[config.mk]
export PLATFORM = sky130hd
export DESIGN_NAME = rom_boot_ctrl
export DESIGN_NICKNAME = d
export VERILOG_FILES = /design/src/rtl/rom_boot_ctrl.sv
export SDC_FILE = /design/constraint.sdc
export NUM_CORES = 1
export LEC_CHECK = 0
export CAP_MARGIN = 40
export CORE_ASPECT_RATIO = 1.4
export CORE_MARGIN = 8
export CORE_UTILIZATION = 46
export DETAILED_ROUTE_END_ITERATION = 7
export PLACE_DENSITY_LB_ADDON = 0.15
export SYNTH_ARGS = -nofsm -noshare
export SYNTH_HDL_FRONTEND = slang
export SYNTH_SLANG_ARGS = --single-unit
export TNS_END_PERCENT = 20
[constraint.sdc]
create_clock -name clk -period 5.4 [get_ports clk]
set_input_delay 1.35 -clock clk [delete_from_list [all_inputs] [get_ports clk]]
set_output_delay 1.35 -clock clk [all_outputs]
set_load 0.02 [all_outputs]
[src/rtl/rom_boot_ctrl.sv]
// rom_boot_ctrl: boot-time ROM loader.
// Bytes arrive from a loader interface and are packed little-endian into
// 32-bit words, then written to the boot ROM one word at a time. While a
// load is running, the core is held in reset (busy_o) and its fetch path is
// blanked. When the controller is idle, the ROM port is handed to the core
// for instruction fetch.

module rom_boot_ctrl #(
  parameter int unsigned TIMEOUT   = 1024,
  parameter int unsigned ROM_WORDS = 4096
) (
  input  logic        clk,
  input  logic        rstn,
  input  logic        start_i,
  input  logic [12:0] len_i,
  input  logic        byte_vld_i,
  input  logic [7:0]  byte_i,
  output logic        byte_rdy_o,
  input  logic [31:0] core_addr_i,
  output logic [31:0] core_data_o,
  output logic        rom_wen_o,
  output logic [31:0] rom_addr_o,
  output logic [31:0] rom_wdata_o,
  input  logic [31:0] rom_rdata_i,
  output logic        busy_o,
  output logic        done_o,
  output logic        err_o
);

  // FSM encoding
  localparam logic [1:0] ST_IDLE  = 2'd0;
  localparam logic [1:0] ST_LOAD  = 2'd1;
  localparam logic [1:0] ST_WRITE = 2'd2;
  localparam logic [1:0] ST_DONE  = 2'd3;

  // Idle counter must be able to hold TIMEOUT-1; the abort fires on the
  // TIMEOUT-th consecutive cycle without an accepted byte.
  localparam int unsigned       IDLE_W    = $clog2(TIMEOUT + 1);
  localparam logic [IDLE_W-1:0] IDLE_LAST = IDLE_W'(TIMEOUT - 1);
  localparam logic [IDLE_W-1:0] IDLE_ONE  = IDLE_W'(1);

  // Largest word count that fits in the ROM.
  localparam logic [12:0] MAX_LEN = 13'(ROM_WORDS);

  logic [1:0]        state_r;
  logic [1:0]        state_nxt_s;
  logic [12:0]       word_cnt_r;
  logic [12:0]       eff_len_r;
  logic [1:0]        byte_cnt_r;
  logic [31:0]       data_buf_r;
  logic [IDLE_W-1:0] idle_cnt_r;
  logic              err_r;

  logic              accept_s;
  logic              timeout_s;
  logic              last_byte_s;
  logic [12:0]       len_clamp_s;
  logic [12:0]       word_nxt_s;

  // Byte handshake, word-completion and timeout qualifiers
  always_comb begin
    accept_s    = (state_r == ST_LOAD) && byte_vld_i;
    last_byte_s = accept_s && (byte_cnt_r == 2'd3);
    timeout_s   = (state_r == ST_LOAD) && !byte_vld_i && (idle_cnt_r == IDLE_LAST);
    word_nxt_s  = word_cnt_r + 13'd1;
    if (len_i > MAX_LEN) begin
      len_clamp_s = MAX_LEN;
    end else begin
      len_clamp_s = len_i;
    end
  end

  // Next-state selection
  always_comb begin
    state_nxt_s = state_r;
    case (state_r)
      ST_IDLE: begin
        if (start_i) begin
          if (len_clamp_s != 13'd0) begin
            state_nxt_s = ST_LOAD;
          end else begin
            // Zero-length load: report completion without touching the ROM.
            state_nxt_s = ST_DONE;
          end
        end else begin
          state_nxt_s = ST_IDLE;
        end
      end
      ST_LOAD: begin
        if (last_byte_s) begin
          state_nxt_s = ST_WRITE;
        end else if (timeout_s) begin
          state_nxt_s = ST_IDLE;
        end else begin
          state_nxt_s = ST_LOAD;
        end
      end
      ST_WRITE: begin
        if (word_nxt_s == eff_len_r) begin
          state_nxt_s = ST_DONE;
        end else begin
          state_nxt_s = ST_LOAD;
        end
      end
      ST_DONE: begin
        state_nxt_s = ST_IDLE;
      end
      default: begin
        state_nxt_s = ST_IDLE;
      end
    endcase
  end

  // State register and load datapath (synchronous active-low reset)
  always_ff @(posedge clk) begin
    if (!rstn) begin
      state_r    <= ST_IDLE;
      word_cnt_r <= 13'd0;
      eff_len_r  <= 13'd0;
      byte_cnt_r <= 2'd0;
      data_buf_r <= 32'd0;
      idle_cnt_r <= '0;
      err_r      <= 1'b0;
    end else begin
      state_r <= state_nxt_s;
      case (state_r)
        ST_IDLE: begin
          if (start_i) begin
            err_r      <= 1'b0;
            word_cnt_r <= 13'd0;
            byte_cnt_r <= 2'd0;
            eff_len_r  <= len_clamp_s;
            idle_cnt_r <= '0;
          end
        end
        ST_LOAD: begin
          if (accept_s) begin
            // Little-endian packing: byte k of the word goes to bits [8k+7:8k].
            data_buf_r[{byte_cnt_r, 3'b000} +: 8] <= byte_i;
            byte_cnt_r <= byte_cnt_r + 2'd1;
            idle_cnt_r <= '0;
          end else if (timeout_s) begin
            // Abort: the partial word is dropped, already written words stay.
            err_r      <= 1'b1;
            byte_cnt_r <= 2'd0;
            idle_cnt_r <= '0;
          end else begin
            idle_cnt_r <= idle_cnt_r + IDLE_ONE;
          end
        end
        ST_WRITE: begin
          word_cnt_r <= word_nxt_s;
          // Re-entering LOAD starts a fresh idle window.
          idle_cnt_r <= '0;
        end
        ST_DONE: begin
          idle_cnt_r <= '0;
        end
        default: begin
          idle_cnt_r <= '0;
        end
      endcase
    end
  end

  // Output decode; strobes are forced low while rstn is asserted
  always_comb begin
    busy_o      = rstn && (state_r != ST_IDLE);
    byte_rdy_o  = rstn && (state_r == ST_LOAD);
    rom_wen_o   = rstn && (state_r == ST_WRITE);
    done_o      = rstn && (state_r == ST_DONE);
    err_o       = rstn && err_r;
    rom_wdata_o = data_buf_r;
    if (state_r == ST_IDLE) begin
      // Core owns the ROM read port.
      rom_addr_o  = core_addr_i;
      core_data_o = rom_rdata_i;
    end else begin
      // Loader owns the ROM; the core sees zeros while held in reset.
      rom_addr_o  = {17'd0, word_cnt_r, 2'b00};
      core_data_o = 32'd0;
    end
  end

endmodule

==> results of run 1 <==
per-stage QoR:
stage                     hold slack [ns]  std cells  total power [mW]  area (um2)  setup WS (ns)
after global routing                0.482        795              1.57        6520          0.993
after detailed placement            0.454        779             0.893        6200           1.09
final                               0.457        795              1.52        6520           1.09
after global placement              0.448        778             0.888        6190           1.10
after CTS                           0.462        795              1.53        6520           1.09
after floorplan                     0.446        512             0.721        4340           1.87
flip-flops by register name (all words and copies together) (netlist names):
name / cells
byte_cnt_r: 2
eff_len_r: 13
err_r: 1
idle_cnt_r: 11
rom_wdata_o: 32
state_r: 2
word_cnt_r: 13
per-layer routing:
| metal | vias up | track usage [%] |
|---|---|---|
| li1 | 2155 | - |
| met1 | 2135 | 21.8 |
| met2 | 175 | 39.4 |
| met3 | 24 | 6.31 |
| met4 | 0 | 8.01 |
| met5 | - | 0 |
worst paths after layout:
path                                                     to  slack (ns)  cells after the start
worst max register to register  rom_wdata_o[8]$_SDFFE_PN0P_        3.08                      5
worst max-delay path                                 busy_o        1.09                      3
worst min-delay path            rom_wdata_o[4]$_SDFFE_PN0P_        0.46                      2
worst min register to register  rom_wdata_o[4]$_SDFFE_PN0P_        0.46                      2
critical path: stages:
cell and delay (ns):
clkdlybuf4s50_1 0.77, nor2b_1 0.21, clkdlybuf4s50_1 0.62
cell families (layout without fill, tap and decap cells):
group | Yosys count | in the layout
flops | 74 | 74
mux | 22 | 22
xor+xnor | 13 | 13
simple gates | 246 | 246
fa+ha+maj | 7 | 7
compound gates | 109 | 109
buf+inv | 41 | 214
placed cells by master (no fill, tap or decap), types with 8 or more instances in the layout:
cell type          n
a22o_1            12
nor2b_1           22
o21ai_0           19
nand2_1           50
dfxtp_1           74
nand3_1           39
a21oi_1           11
nor2_1            13
nand4_1            8
mux2_2            17
clkdlybuf4s50_1  189
nor3_1            11
a21boi_0          27
a22oi_1           17
and2_1            63
clkbuf_16          9
cell type report:
type / instances / area [um2] / area share, %
clock buffer: 11 / 243 / 3.72
clock inverter: 5 / 77.6 / 1.19
inverter: 4 / 15.0 / 0.230
multi-input combinational: 397 / 2640 / 40.5
sequential: 74 / 1480 / 22.7
tap: 110 / 138 / 2.11
timing repair buffer: 194 / 1930 / 29.6
power by group through the flow:
stage,logic [mW],clock network (mW),registers [mW]
global placement,0.311,0,0.576
detailed placement,0.316,0,0.577
floorplan,0.146,0,0.574
CTS,0.318,0.643,0.565
global route,0.337,0.667,0.566
finish,0.316,0.642,0.565
==> flow_metrics.py, run 1 <==
metrics = {
    "synthesis": {
        "synth_compound_area_share_pct": 18.0,
        "yosys-top-cells-area": "dfxtp_1 (34%), and2_1 (9.1%), a21boi_0 (4.7%), nand3_1 (4.5%), mux2_2 (4.4%)",
        "synth_area_per_cell_um2": 8.47,
        "synth_xor_area_share_pct": 2.62,
        "synth_top_area_share_pct": 34.1,
        "yosysTopAreaCell": "dfxtp_1",
        "synth_seq_area_share_pct": 34.1,
        "yosys.area_share.simple_pct": 32.4,
        "synthMostInstantiatedCell": "dfxtp_1",
        "yosys_warnings": 0,
        "synth-adder-area-share_pct": 2.02,
        "synth-edff-count": 0,
        "synth_commonest_cells": "dfxtp_1 (74), and2_1 (63), nand2_1 (50)",
        "ys.flop_type": "dfxtp_1",
        "async_reset_ff_share_pct": 0,
        "synthDistinctLibCells": 62,
        "synth_nets": 608,
        "synth_mux_area_share_pct": 5.59,
        "synth_top_family_by_area": "simple AND/OR/NAND/NOR gates",
        "netlist_area_um2": 4340,
        "ys_ff_latch": 74,
        "synth_cells": 512,
    },
    "detailed_routing": {
        "top_layer": "met4",
        "post_drt_via_cell_ratio": 5.65,
        "wl_met1_um": 5200,
        "met2_length_um": 7590,
        "drt-pass1-iter-count": 5,
        "wire_per_inst_um": 17.7,
        "drc": 0,
        "met3_length_um": 974,
        "ant_nets": 0,
        "vias": 4489,
        "routed_wirelength_um": 14100,
        "drt-initial-drc-count": 322,
    },
    "sta": {
        "max_slew.worst_pin.slew_ns": 0.967,
        "period_minus_slack_ns": 4.31,
        "fin_crit_sh_pct": 79.9,
        "slew_headroom_pct": 35.5,
        "fin_skew_ns": 0.00347,
        "drv_slew": 0,
        "hold_viol": 0,
        "tns_ns": 0,
        "fmax_mhz": 232,
        "setup_viol": 0,
        "rsz0062_at_grt": "no",
    },
    "clocking": {
        "clk_latency_ns": 0.33,
        "htreeDepth": 3,
        "postCtsSetupRepairBufs": 0,
        "cts_resized": 0,
        "path_clk_slew_ns": 0.06,
        "clk_path_buf_depth": 2,
        "cts_root_buf": "clkbuf_16",
        "hold_buffers": 0,
        "cts_tree": "built",
        "cts_buffers": 9,
        "cts_num_sinks": 74,
    },
    "placed_design": {
        "post-dp-hpwl_um": 11100,
        "place.gp.congestion": 0.916,
        "io_buffer_count": 189,
    },
    "global_route": {
        "grt_antenna_before_repair": 0,
        "grt_pass1_vias": 4549,
        "grt_max_degree": 58,
        "grt.overflow.total": 0,
        "track_usage_pct": 21.1,
        "grt_pass1_wl_um": 22100,
    },
    "die": {
        "initial_core_util_pct": 46.7,
        "die-area_um2": 12800,
        "rows": 42,
        "die_y_um": 131,
        "core_um2": 9300,
        "die_x_um": 98.1,
        "ios": 190,
    },
    "power_and_ir_drop": {
        "switchingPower_uw": 383,
        "cellPowerDensity_nw_per_um2": 233,
        "switching_share_pct": 25.1,
        "ir_drop_uv": 156,
        "p_int_mw": 1.14,
        "power_frac_seq_pct": 37.1,
        "combPwrFrac_pct": 20.7,
        "p_clk_share_pct": 42.2,
        "leakage_nw": 2.32,
    },
    "final_layout": {
        "area_growth_pct": 50.3,
        "final_core_util_pct": 70.1,
        "nNetsFinal": 776,
        "num_antenna_cells": 0,
        "layout-drive-gt1-share_pct": 7.88,
        "fillers": 761,
    },
    "critical_path": {
        "crit_type": "primary input to output pin",
        "r2r-start": "state_r[0]$_SDFF_PN0_",
        "startpoint_type": "primary input",
        "required_ns": 4.05,
        "critPathLaunch": "rstn",
        "end_kind": "output pin",
        "cp.arrival_ns": 2.96,
        "crit_path_max_fanout": 13,
    },
    "worst_hold_path": {
        "hold_path.startpoint": "rom_wdata_o[4]$_SDFFE_PN0P_",
        "hp-class": "flip-flop to flip-flop",
    },
    "run_status": {
        "status": "finished, final reports clean",
    },
    "run": {
        "max-cap-violations": 0,
    },
}
Note: power is estimated with default switching activity, not from simulation.
==> inputs of run 2 (changes only) <==
--- a/config.mk
+++ b/config.mk
@@ -8,7 +8,7 @@
 export CAP_MARGIN = 40
 export CORE_ASPECT_RATIO = 1.4
 export CORE_MARGIN = 8
-export CORE_UTILIZATION = 46
+export CORE_UTILIZATION = 39
 export DETAILED_ROUTE_END_ITERATION = 7
 export PLACE_DENSITY_LB_ADDON = 0.15
 export SYNTH_ARGS = -nofsm -noshare
==> constraint.sdc (replaced) <==
create_clock -name clk -period 3.6 [get_ports clk]
set_input_delay 0.9 -clock clk [delete_from_list [all_inputs] [get_ports clk]]
set_output_delay 0.9 -clock clk [all_outputs]
set_load 0.02 [all_outputs]
==> run 2 against run 1 <==
Compared with the run above: first-iteration DRC count shrank 48%; setup slack lost 0.79 ns; critical path type unchanged; register-to-register slack got worse by 1.7 ns; sequential power rose by 49%.
==> flow_metrics.py, run 2 (synthesized netlist as in run 1, its figures left out) <==
metrics = {
    "run_status": {
        "status": "finished, final reports clean",
    },
    "placed_design": {
        "io_buffer_count": 189,
        "post-dp-hpwl_um": 11000,
        "place.gp.congestion": 0.859,
    },
    "final_layout": {
        "nNetsFinal": 778,
        "largest_reg_flops": 32,
        "layout-drive-gt1-share_pct": 7.87,
        "fillers": 968,
        "area_growth_pct": 51.8,
        "num_antenna_cells": 0,
        "layout_common_cells": "clkdlybuf4s50_1 (189), dfxtp_1 (74), and2_1 (63)",
        "layout_commonest_cell": "clkdlybuf4s50_1",
    },
    "clocking": {
        "cts_resized": 0,
        "cts_root_buf": "clkbuf_16",
        "clk_path_buf_depth": 2,
        "postCtsSetupRepairBufs": 0,
        "cts_num_sinks": 74,
        "path_clk_slew_ns": 0.05,
        "cts_tree": "built",
        "cts_buffers": 9,
        "htreeDepth": 3,
        "clk_latency_ns": 0.33,
        "hold_buffers": 0,
    },
    "critical_path": {
        "startpoint_type": "primary input",
        "required_ns": 2.70,
        "rrSetupSlack_ns": 1.37,
        "end_kind": "output pin",
        "crit_type": "primary input to output pin",
        "cp.arrival_ns": 2.41,
        "crit_path_max_fanout": 8,
    },
    "power_and_ir_drop": {
        "ir_drop_uv": 314,
        "p_int_mw": 1.73,
        "cellPowerDensity_nw_per_um2": 346,
        "total_power_mw": 2.28,
        "combPwrFrac_pct": 21.1,
        "switchingPower_uw": 547,
        "p_clk_share_pct": 41.9,
        "switching_share_pct": 24.0,
        "leakage_nw": 2.34,
        "power_frac_seq_pct": 36.9,
    },
    "worst_hold_path": {
        "hp-class": "flip-flop to flip-flop",
    },
    "detailed_routing": {
        "drt-pass1-iter-count": 4,
        "routed_wirelength_um": 13800,
        "top_layer": "met4",
        "drt-initial-drc-count": 167,
        "ant_nets": 0,
        "vias": 4310,
        "wl_met1_um": 5210,
        "post_drt_via_cell_ratio": 5.21,
        "drc": 0,
        "met2_length_um": 7350,
        "met3_length_um": 880,
        "wire_per_inst_um": 16.6,
    },
    "global_route": {
        "grt_pass1_vias": 4365,
        "grt_antenna_before_repair": 0,
        "grt_max_degree": 59,
        "grt.overflow.total": 0,
        "grt_pass1_wl_um": 21800,
        "track_usage_pct": 18.1,
    },
    "sta": {
        "setup_viol": 0,
        "fmax_mhz": 302,
        "tns_ns": 0,
        "hold_viol": 0,
        "drv_slew": 0,
        "period_minus_slack_ns": 3.31,
        "fin_crit_sh_pct": 91.9,
        "slew_headroom_pct": 40.4,
        "max_slew.worst_pin.slew_ns": 0.893,
        "rsz0062_at_grt": "no",
        "fin_skew_ns": 0.00352,
    },
    "die": {
        "initial_core_util_pct": 39.9,
        "die_x_um": 105,
        "ios": 190,
        "rows": 45,
        "core_um2": 10900,
        "die_y_um": 141,
        "die-area_um2": 14800,
    },
    "run": {
        "max-cap-violations": 0,
    },
}
run 2: cell count changes in the layout (fill, tap and decap cells not counted), sizes merged:
cell,delta
clkinvlp,-1
clkinv,-2
buf,+2
clkbuf,+2
run 2: critical path, cell delays in order:
cell,delay (ns)
clkdlybuf4s50_1,0.67
nor2b_1,0.21
clkdlybuf4s50_1,0.62
run 2: path summary, 6_finish.rpt:
kind,to,depth (start not counted),from
min reg2reg,rom_wdata_o[0]$_SDFFE_PN0P_,2,rom_wdata_o[0]$_SDFFE_PN0P_
max,busy_o,3,rstn
max reg2reg,rom_wdata_o[21]$_SDFFE_PN0P_,5,byte_cnt_r[0]$_SDFFE_PN0P_
min,rom_wdata_o[0]$_SDFFE_PN0P_,2,rom_wdata_o[0]$_SDFFE_PN0P_
run 2: through the flow:
step	std cells	setup slack [ns]	hold slack [ns]	util, %	instance area (um2)
finish	827	0.292	0.458	60.6	6590
global route	827	0.241	0.475	60.6	6590
CTS	827	0.283	0.464	60.6	6590
detailed placement	812	0.283	0.458	57.7	6270
global placement	811	0.300	0.450	57.5	6250
floorplan	512	0.970	0.446	-	4340
run 2: power groups by stage:
| stage | logic (mW) | clock network [mW] | registers [mW] |
|---|---|---|---|
| detailed placement | 0.485 | 0 | 0.860 |
| floorplan | 0.220 | 0 | 0.861 |
| global placement | 0.476 | 0 | 0.859 |
| CTS | 0.488 | 0.976 | 0.842 |
| global route | 0.515 | 1.01 | 0.843 |
| finish | 0.482 | 0.955 | 0.842 |
run 2: per-layer routing:
layer	vias up	track usage [%]
met5	-	0
met4	0	6.94
met3	20	5.47
met2	137	33.8
met1	1990	18.2
li1	2163	-
run 2: area by class of cell:
| class | instances | area, um2 | share of cell area [%] |
|---|---|---|---|
| flip-flops and latches | 74 | 1480 | 22.5 |
| multi-input cells | 397 | 2640 | 40.0 |
| inverters | 4 | 15.0 | 0.228 |
| repair buffers | 196 | 1960 | 29.7 |
| clock buffers | 13 | 260 | 3.95 |
| clock inverters | 2 | 60.1 | 0.912 |
| well taps | 141 | 176 | 2.68 |
==> inputs of run 3 (changes only) <==
--- a/config.mk
+++ b/config.mk
@@ -5,6 +5,7 @@
 export SDC_FILE = /design/constraint.sdc
 export NUM_CORES = 1
 export LEC_CHECK = 0
+export ABC_CLOCK_PERIOD_IN_PS = 3600
 export CAP_MARGIN = 40
 export CORE_ASPECT_RATIO = 1.4
 export CORE_MARGIN = 8
==> results of run 3 <==
Final layout, timing and power as in run 2 (identical DEF).
